File: config.mk
export PLATFORM = sky130hd
export DESIGN_NAME = pulse_gen_flat
export DESIGN_NICKNAME = d
export VERILOG_FILES = /design/src/rtl/pulse_gen_pkg.sv /design/src/rtl/pulse_gen_if.sv /design/src/rtl/rate_accum.sv /design/src/rtl/pulse_gen.sv /design/src/flat_wrapper.sv
export SDC_FILE = /design/constraint.sdc
export NUM_CORES = 1
export LEC_CHECK = 0
export CORE_ASPECT_RATIO = 0.75
export CORE_UTILIZATION = 60
export DETAILED_ROUTE_END_ITERATION = 16
export GPL_TIMING_DRIVEN = 0
export HOLD_SLACK_MARGIN = 0.1
export PLACE_DENSITY = 0.89
export SETUP_SLACK_MARGIN = 0.05
export SYNTH_ARGS = -nofsm -noshare
export SYNTH_HDL_FRONTEND = slang
export SYNTH_SLANG_ARGS = --single-unit
export TNS_END_PERCENT = 100
File: constraint.sdc
create_clock -name clk -period 4.2 [get_ports clk]
set_input_delay 0.84 -clock clk [delete_from_list [all_inputs] [get_ports clk]]
set_output_delay 0.84 -clock clk [all_outputs]
set_load 0.01 [all_outputs]
File: src/rtl/pulse_gen_pkg.sv
// Shared types and rate constants for the step pulse generator.
// Hybrid rate table exists only when PULSE_GEN_HYBRID_EN is defined.
package pulse_gen_pkg;

    typedef enum logic [1:0] {
        MODE_WALK   = 2'b00,
        MODE_JOG    = 2'b01,
        MODE_RUN    = 2'b10,
        MODE_HYBRID = 2'b11
    } mode_e;

    typedef enum logic {
        IDLE = 1'b0,
        RUN  = 1'b1
    } state_e;

    localparam logic [7:0] WALK_RATE = 8'd32;
    localparam logic [7:0] JOG_RATE  = 8'd64;
    localparam logic [7:0] RUN_RATE  = 8'd128;

`ifdef PULSE_GEN_HYBRID_EN
    // Element 0 is the rightmost entry: 20, 33, 66, 27, 70, 30, 19, 30.
    localparam logic [7:0][7:0] HYBRID_TABLE =
        {8'd30, 8'd19, 8'd30, 8'd70, 8'd27, 8'd66, 8'd33, 8'd20};
`endif

    // Fixed-rate modes only; hybrid is resolved by the caller.
    function automatic logic [7:0] base_rate(input mode_e m);
        logic [7:0] r;
        r = 8'd0;
        case (m)
            MODE_WALK: r = WALK_RATE;
            MODE_JOG:  r = JOG_RATE;
            MODE_RUN:  r = RUN_RATE;
            default:   r = 8'd0;
        endcase
        return r;
    endfunction

endpackage

File: src/rtl/pulse_gen_if.sv
// Control/status bundle between the pulse generator and its user.
interface pulse_gen_if;
    import pulse_gen_pkg::*;

    logic  start;
    mode_e mode;
    logic  pulse;
    logic  sec_tick;
    logic  active;

    modport master (output start, mode, input pulse, sec_tick, active);
    modport slave  (input start, mode, output pulse, sec_tick, active);
endinterface

File: src/rtl/rate_accum.sv
// Phase accumulator: emits `rate` ticks per CLK_HZ enabled cycles.
module rate_accum #(
    parameter int CLK_HZ = 100_000_000
) (
    input  logic       clk,
    input  logic       reset,
    input  logic       clr,
    input  logic       en,
    input  logic [7:0] rate,
    output logic       tick
);
    localparam int ACC_W = $clog2(CLK_HZ + 128);

    logic [ACC_W-1:0] acc;
    logic [ACC_W-1:0] sum;

    always_comb begin
        sum  = acc + ACC_W'(rate);
        tick = en && (sum >= ACC_W'(CLK_HZ));
    end

    always_ff @(posedge clk) begin
        if (reset || clr)
            acc <= '0;
        else if (en)
            acc <= tick ? sum - ACC_W'(CLK_HZ) : sum;
    end
endmodule

File: src/rtl/pulse_gen.sv
// Step pulse generator: IDLE/RUN FSM, one-second framing and rate selection.
// Optional macro PULSE_GEN_HYBRID_EN enables the cycling hybrid rate table.
module pulse_gen
    import pulse_gen_pkg::*;
#(
    parameter int CLK_HZ = 100_000_000
) (
    input  logic        clk,
    input  logic        reset,
    pulse_gen_if.slave  bus
);
    localparam int SEC_W = $clog2(CLK_HZ);

    state_e           state, state_nxt;
    mode_e            mode_q;
    logic [SEC_W-1:0] sec_cnt;
    logic             active, run_next, enter, sec_tick, tick;
    logic [7:0]       rate;

    always_ff @(posedge clk) begin
        if (reset)
            state <= IDLE;
        else
            state <= state_nxt;
    end

    always_comb begin
        state_nxt = state;
        case (state)
            IDLE:    if (bus.start)  state_nxt = RUN;
            RUN:     if (!bus.start) state_nxt = IDLE;
            default: state_nxt = IDLE;
        endcase
    end

    assign active   = (state == RUN);
    assign run_next = (state_nxt == RUN);
    assign enter    = (state == IDLE) && bus.start;
    assign sec_tick = active && (sec_cnt == SEC_W'(CLK_HZ - 1));

    // Cleared on the way out of RUN so IDLE always sees zeroed state.
    always_ff @(posedge clk) begin
        if (reset || !active || !run_next || sec_tick)
            sec_cnt <= '0;
        else
            sec_cnt <= sec_cnt + 1'b1;
    end

    always_ff @(posedge clk) begin
        if (reset)
            mode_q <= MODE_WALK;
        else if (enter || sec_tick)
            mode_q <= bus.mode;
    end

`ifdef PULSE_GEN_HYBRID_EN
    logic [2:0] hyb_idx;

    always_ff @(posedge clk) begin
        if (reset || !run_next)
            hyb_idx <= '0;
        else if (sec_tick)
            hyb_idx <= hyb_idx + 1'b1;
    end

    assign rate = (mode_q == MODE_HYBRID) ? HYBRID_TABLE[hyb_idx] : base_rate(mode_q);
`else
    assign rate = base_rate(mode_q);
`endif

    rate_accum #(.CLK_HZ(CLK_HZ)) u_accum (
        .clk   (clk),
        .reset (reset),
        .clr   (!run_next || sec_tick),
        .en    (active),
        .rate  (rate),
        .tick  (tick)
    );

    assign bus.pulse    = tick;
    assign bus.sec_tick = sec_tick;
    assign bus.active   = active;
endmodule

File: src/flat_wrapper.sv
// flat-port wrapper written by rule: the top's interface ports become plain ports
module pulse_gen_flat import pulse_gen_pkg::*;
#(
    parameter int CLK_HZ = 100_000_000
)
  (clk, reset, bus_start, bus_mode, bus_pulse, bus_sec_tick, bus_active);
  pulse_gen_if bus_i ();
  input  logic clk;
  input  logic reset;
  input wire logic [$bits(bus_i.start)-1:0] bus_start;
  input wire logic [$bits(bus_i.mode)-1:0] bus_mode;
  output wire logic [$bits(bus_i.pulse)-1:0] bus_pulse;
  output wire logic [$bits(bus_i.sec_tick)-1:0] bus_sec_tick;
  output wire logic [$bits(bus_i.active)-1:0] bus_active;
  assign bus_i.start = bus_start;
  assign bus_i.mode = bus_mode;
  assign bus_pulse = bus_i.pulse;
  assign bus_sec_tick = bus_i.sec_tick;
  assign bus_active = bus_i.active;
  pulse_gen #(.CLK_HZ(CLK_HZ)) u_core (.clk(clk), .reset(reset), .bus(bus_i));
endmodule
Word-level counts from Yosys, hierarchy flattened. Cells that the tools add are included.

Memory bits (read-only): 0. Logic and storage cells: 27. Register bits: 57. Latch bits: 0. Memory bits (writable): 0. Input bits: 5. Memories kept: 0. Output and inout bits: 3.

Equal/unequal tests: 3. Magnitude comparators: 1. Reduce and logical (&&, ||, !) cells: 12. Divide/modulo/power cells: 0. Muxes and demuxes: 3. Shift operators: 0. Bitwise logic cells: 1. Multipliers: 0. $add $sub $neg: 3.

Operator list (number): 27-bit by 1-bit adder with 27-bit output, second input constant (1); 27-bit by 8-bit adder with 27-bit output (1); 27-bit == test, second input constant (1); 27-bit >= comparator, second input constant (1); 27-bit two-way mux (1); 27-bit subtractor, second input constant (1); 8-bit one-hot mux with 3 select lines (1); 1-bit logical OR (6); 1-bit logical AND (3); 2-bit by 1-bit == test with 1-bit output, second input constant (1); 2-bit == test, second input constant (1); 1-bit zero test (2); 2-bit zero test (1); 1-bit two-way mux (1); 1-bit NOT (1).

Logic depth before layout (Yosys ltp).
Depth after elaboration: 6. Mapped depth: 16. Depth with buffers taken out: 14.

Modules after synthesis. Synthesis repeated with hierarchy kept, for this count alone.

Cell total of the unflattened synthesis: 552. Area, all modules: 4324.1 µm².

Modules (own cells, without submodules): rate_accum (cells each 381, seq. area each 540.5 µm², area an instance 2866.5 µm², instances 1); pulse_gen (cells each 171, seq. area each 600.6 µm², area an instance 1457.6 µm², instances 1).

Worst setup path after synthesis. Ideal clock, no wire load.

Path type: flip-flop to output port. Start point: reg u_core.mode_q[0]. End point: out bus_pulse. Data required time: 3.360 ns. Path buffers: 0. Data arrival time: 2.863 ns. Setup slack: 0.497 ns. Cell stages (with the launch flop): 13. Cells stage by stage: dfxtp_1 -> nor2_1 -> ha_1 -> fa_1 -> a21o_1 -> nand2_1 -> xor2_1 -> ha_1 -> nand3_1 -> or3_1 -> nor3_1 -> o31ai_1 -> a21oi_1.

Longest elaborated chain between the ends: 5. Elaborated cells on any way between the ends: 7. Classes of those cells: add/sub: 1; order compare: 1; eq/ne: 2; mux: 1; reduce/logical: 2.

RTL lines: from (decl) (RTL line pulse_gen.sv:15) `mode_e mode_q;`; from (signal assigned) (RTL line pulse_gen.sv:53) `mode_q <= bus.mode;`; 2-bit == test, or another cell as far along (RTL line pulse_gen_pkg.sv:31) `case (m)`; 8-bit one-hot mux with 3 select lines (*) (RTL line pulse_gen_pkg.sv:31); 27-bit by 8-bit adder with 27-bit output (*) (RTL line rate_accum.sv:18) `sum = acc + ACC_W'(rate);`; 27-bit >= comparator (*) (RTL line rate_accum.sv:19) `tick = en && (sum >= ACC_W'(CLK_HZ));`; 1-bit logical AND (*) (RTL line rate_accum.sv:19); to (decl) (RTL line flat_wrapper.sv:12) `output wire logic [$bits(bus_i.pulse)-1:0] bus_pulse;`.

Every way passes the cells marked *; elsewhere a longest branch is shown, timed or not.

Worst setup path in the final report.
Start point: reg u_core.mode_q[1]. End point: reg u_core.u_accum.acc[18].

Longest elaborated chain between the ends: 6. Elaborated cells on any way between the ends: 9. Classes of those cells: add/sub: 2; order compare: 1; eq/ne: 2; mux: 2; reduce/logical: 2.

RTL lines: 2-bit == test, or another cell as far along (RTL line pulse_gen_pkg.sv:31); 8-bit one-hot mux with 3 select lines (*) (RTL line pulse_gen_pkg.sv:31); 27-bit by 8-bit adder with 27-bit output (*) (RTL line rate_accum.sv:18); 27-bit >= comparator (RTL line rate_accum.sv:19); 1-bit logical AND (RTL line rate_accum.sv:19); 27-bit two-way mux (*) (RTL line rate_accum.sv:26) `acc <= tick ? sum - ACC_W'(CLK_HZ) : sum;`; to (signal assigned) (RTL line rate_accum.sv:26); to (decl) (RTL line rate_accum.sv:14) `logic [ACC_W-1:0] acc;`.

Marks and branches as above. A chain may end at the register's enable or synchronous reset.

==> impl_results.md <==
* CP most frequent cell: buf_4
* CP Max Fanout at 8
* DRC errors left at 0
* Worst vdd ir at 0.2183 mV
* Final worst path period share at 97.20%
* P_sw at 0.2367 mW
* H-Tree Depth at 2
* Cells along the critical path: nor2b_1, ha_1, buf_6, o211ai_1, nor2_1, o22ai_2, o211ai_1, nor3_4, buf_4, buf_4, buf_4, buf_4, buf_4, o31a_1, o2111a_1, or4_1, nand2_1
* Clock Power Share at 35.6%
* Yosys reg bits at 52
* Vias at 4,111
* Routed WL at 11,740 um
* Total GRT Usage at 35.09%
* Worst reg2reg path depth at 17
* Core ar. at 5976 um^2
* Vias in the first global route at 3,723
* 1st-iter DRT viols at 629
* Avg Cell Area, Syn at 7.849 um^2
* Area share of the largest cell type after synthesis at 27.23%
* Final Skew at 0.008404 ns
* IO Pins at 8
* Fin crit period at 4.082 ns
* Die Width at 94.17 um
* Slew at the pin with the worst max-slew slack at 0.8155 ns
* Comb pwr share at 7.5%
* Worst hold start: u_core.sec_cnt[0]$_SDFF_PP0_
* Slew margin rel. at 45.27%
* FFs w/ async S/R, synth at 0%
* Sequential share of power at 56.8%
* Unrepaired setup endpoints after global routing: no
* Ys flop type: dfxtp_1
* CP Launch Type: register
* R2R Path End: u_core.u_accum.acc[18]$_SDFFE_PP0P_
* Worst Path Buf+Inv at 6
* Leakage at 1.528 nW
* Global-route wire length before repair at 18,220 um
* Sink Count at 52
* Sequential fraction of the synthesis area at 27.23%
* Post-Layout Cell Count at 605
* Crit path kind: reg -> reg
* Layout Nets at 538
* Worst hold path type: reg -> reg
* Vias per std cell at 6.795
* Reg2Reg Setup Slack at 0.12 ns
* Largest net degree at the start of global routing at 19
* Clk_lat worst skew at 0.32 ns
* Yosys warns at 0
* Slowest cell on crit path: or4_1
* Ant diodes at 0
* DP Area at 3990 um^2
* Share of cells above drive strength 1 at 19.73%
* CTS tree: built
* Worst path arrival time at 4.34 ns
* Highest-count cells in the layout ignoring fill and taps: nor2_1, dfxtp_1, nand2_1, buf_4, nand3_1
* Number of flops mapped to enable cells by yosys at 0
* Multi-input gate area at 2759 um^2
* Starting Density at 63.97%
* Top cells by area, synth: dfxtp_1, nor2_1, nand2_1
* Final instance area at 4471 um^2
* Max Clk Rate at 245.0 MHz
* Synthesized netlist cell count at 487
* Post-Place Cells at 572
* Clock Tree Buf Depth at 2
* Wire per inst at 19.40 um
* Largest stage delay on the critical path at 0.53 ns
* Port Buf Inserts at 7
* End of the worst hold path: u_core.sec_cnt[0]$_SDFF_PP0_
* Max Cap Viol at 0
* Final hold slack at 0.4987 ns
* Std cell rows at 24
* Dpl hpwl at 7925 um
* CTS Buf Count at 5
* Crit Reg-Reg Startpoint: u_core.mode_q[1]$_SDFFE_PP0P_
* Gr ovfl total at 0
* Commonest non-fill, non-tap cell in the layout: nor2_1
* Final Slew Violations at 0
* Synth cell types at 71
* Root Driver: clkbuf_8
* Yosys top cell by area: dfxtp_1
* Critical path's top delay family: compound AO/OA/AOI/OAI gates
* DRT Pass-1 Iters at 6
* Sw Share at 26.93%
* Final-layout fill cell count at 437
* Antenna Nets Post-Route at 0
* Die area at 6697 um^2
* Pwr dens at 196.6 nW/um^2
* Clock Pin Slew Worst Setup and Hold Paths at 0.11 ns
* Internal Power at 0.6423 mW
* Critical Path End Type: register
* Run status: finished clean
* GPL Wtd Cong at 1.002
* Die Y at 71.13 um
* Post-Syn Nets at 499
* Final hold vios at 0
* Initial antenna violation count at 0
* Hold depth at 1
* Final setup violation count at 0
* Mapped Area at 3822 um^2
* FF+latch area at 1049 um^2
* # hold bufs at CTS at 0
* Area grow syn2layout at 16.96%
* Req. time, crit path at 4.46 ns
cell usage after synthesis (3+ instances only):
library cell and n:
xor2_1 19, ha_1 6, buf_6 5, and3_1 11, and2_1 5, a311oi_1 3
or4_1 3, mux2i_1 10, o311ai_0 3, nor2_1 64, o31ai_1 6, a21oi_1 21
nand2_1 46, o31a_1 3, a211o_1 5, inv_1 9, o21ai_0 12, xnor2_1 17
a2111oi_0 3, nor3b_1 6, nand4_1 16, a31oi_1 8, o211ai_1 5, nor3_1 12
dfxtp_1 52, or3_1 10, or2_2 3, o21ai_1 3, o22ai_1 4, and4_1 4
clkbuf_1 13, nor4_1 5, o21a_1 3, nand3_1 22, nor2b_1 4, buf_2 10
nand2b_1 8
layer usage:
layer	vias up	wire length [um]	track usage [%]
met5	-	0	0
met4	0	291	13.33
met3	47	1390	8.495
met2	281	5091	52.25
met1	1923	4962	48.90
li1	1860	-	-
worst max-delay path by stage:
stage / startpoint / end / slack [ns] / depth (start not counted)
2_1_floorplan: u_core.mode_q[0]$_SDFFE_PP0P_ / bus_pulse / 0.50 / 12
3_3_place_gp: u_core.mode_q[0]$_SDFFE_PP0P_ / bus_pulse / -0.44 / 13
3_5_place_dp: u_core.mode_q[1]$_SDFFE_PP0P_ / bus_pulse / -0.49 / 13
4_1_cts: u_core.mode_q[1]$_SDFFE_PP0P_ / bus_pulse / 0.04 / 13
5_1_grt: u_core.mode_q[1]$_SDFFE_PP0P_ / u_core.u_accum.acc[18]$_SDFFE_PP0P_ / 0.02 / 17
6_report: u_core.mode_q[1]$_SDFFE_PP0P_ / u_core.u_accum.acc[18]$_SDFFE_PP0P_ / 0.12 / 17
through the flow:
stage / util (%) / power (mW) / setup slack, ns / setup TNS (ns)
after floorplan: - / 0.5426 / 0.4967 / 0
after CTS: 71.80 / 0.8671 / 0.04121 / 0
after detailed placement: 66.77 / 0.5631 / -0.4919 / -0.4919
final: 74.81 / 0.8790 / 0.1176 / 0
after global placement: 66.77 / 0.5604 / -0.4392 / -0.4392
after global routing: 74.81 / 0.8935 / 0.02483 / 0
sequential cells by signal (all words and copies together) (netlist names):
signal              count
u_core.u_accum.acc     22
u_core.mode_q           2
u_core.bus.active       1
u_core.sec_cnt         27
power by group through the flow:
| stage | registers (mW) | clock network, mW | logic, mW |
|---|---|---|---|
| finish | 0.499 | 0.313 | 0.0662 |
| global route | 0.500 | 0.324 | 0.0700 |
| CTS | 0.499 | 0.312 | 0.0561 |
| detailed placement | 0.510 | 0 | 0.0532 |
| global placement | 0.510 | 0 | 0.0506 |
| floorplan | 0.509 | 0 | 0.0334 |
kinds of logic (layout without fill, tap and decap cells):
| kind of cell | after synthesis | count (layout) | synth area share [%] |
|---|---|---|---|
| AND/OR/NAND/NOR | 235 | 235 | 32.93 |
| XOR/XNOR | 37 | 37 | 8.969 |
| AO/OA/AOI/OAI | 104 | 104 | 19.90 |
| buffers and inverters | 41 | 81 | 5.564 |
| adder cells (fa/ha/maj) | 7 | 7 | 2.488 |
| multiplexers | 11 | 11 | 2.913 |
| flip-flops | 52 | 52 | 27.23 |
final cells by class:
cell class,instances,share of cell area [%]
multi-input combinational,394,61.71
tap,78,2.183
clock inverter,3,0.6157
buffer,32,4.086
inverter,9,0.7557
sequential,52,23.45
timing repair buffer,32,5.654
clock buffer,5,1.539
what timing repair did:
action | in CTS | in global routing
endpoints found under the hold margin | 0 | 0
pin swaps | 8 | 17
gates cloned | 0 | 0
setup buffers | 15 | 12
setup endpoints to repair | 1 | 6
resized for setup | 26 | 22
No activity file was read; power rests on OpenSTA's default activity.
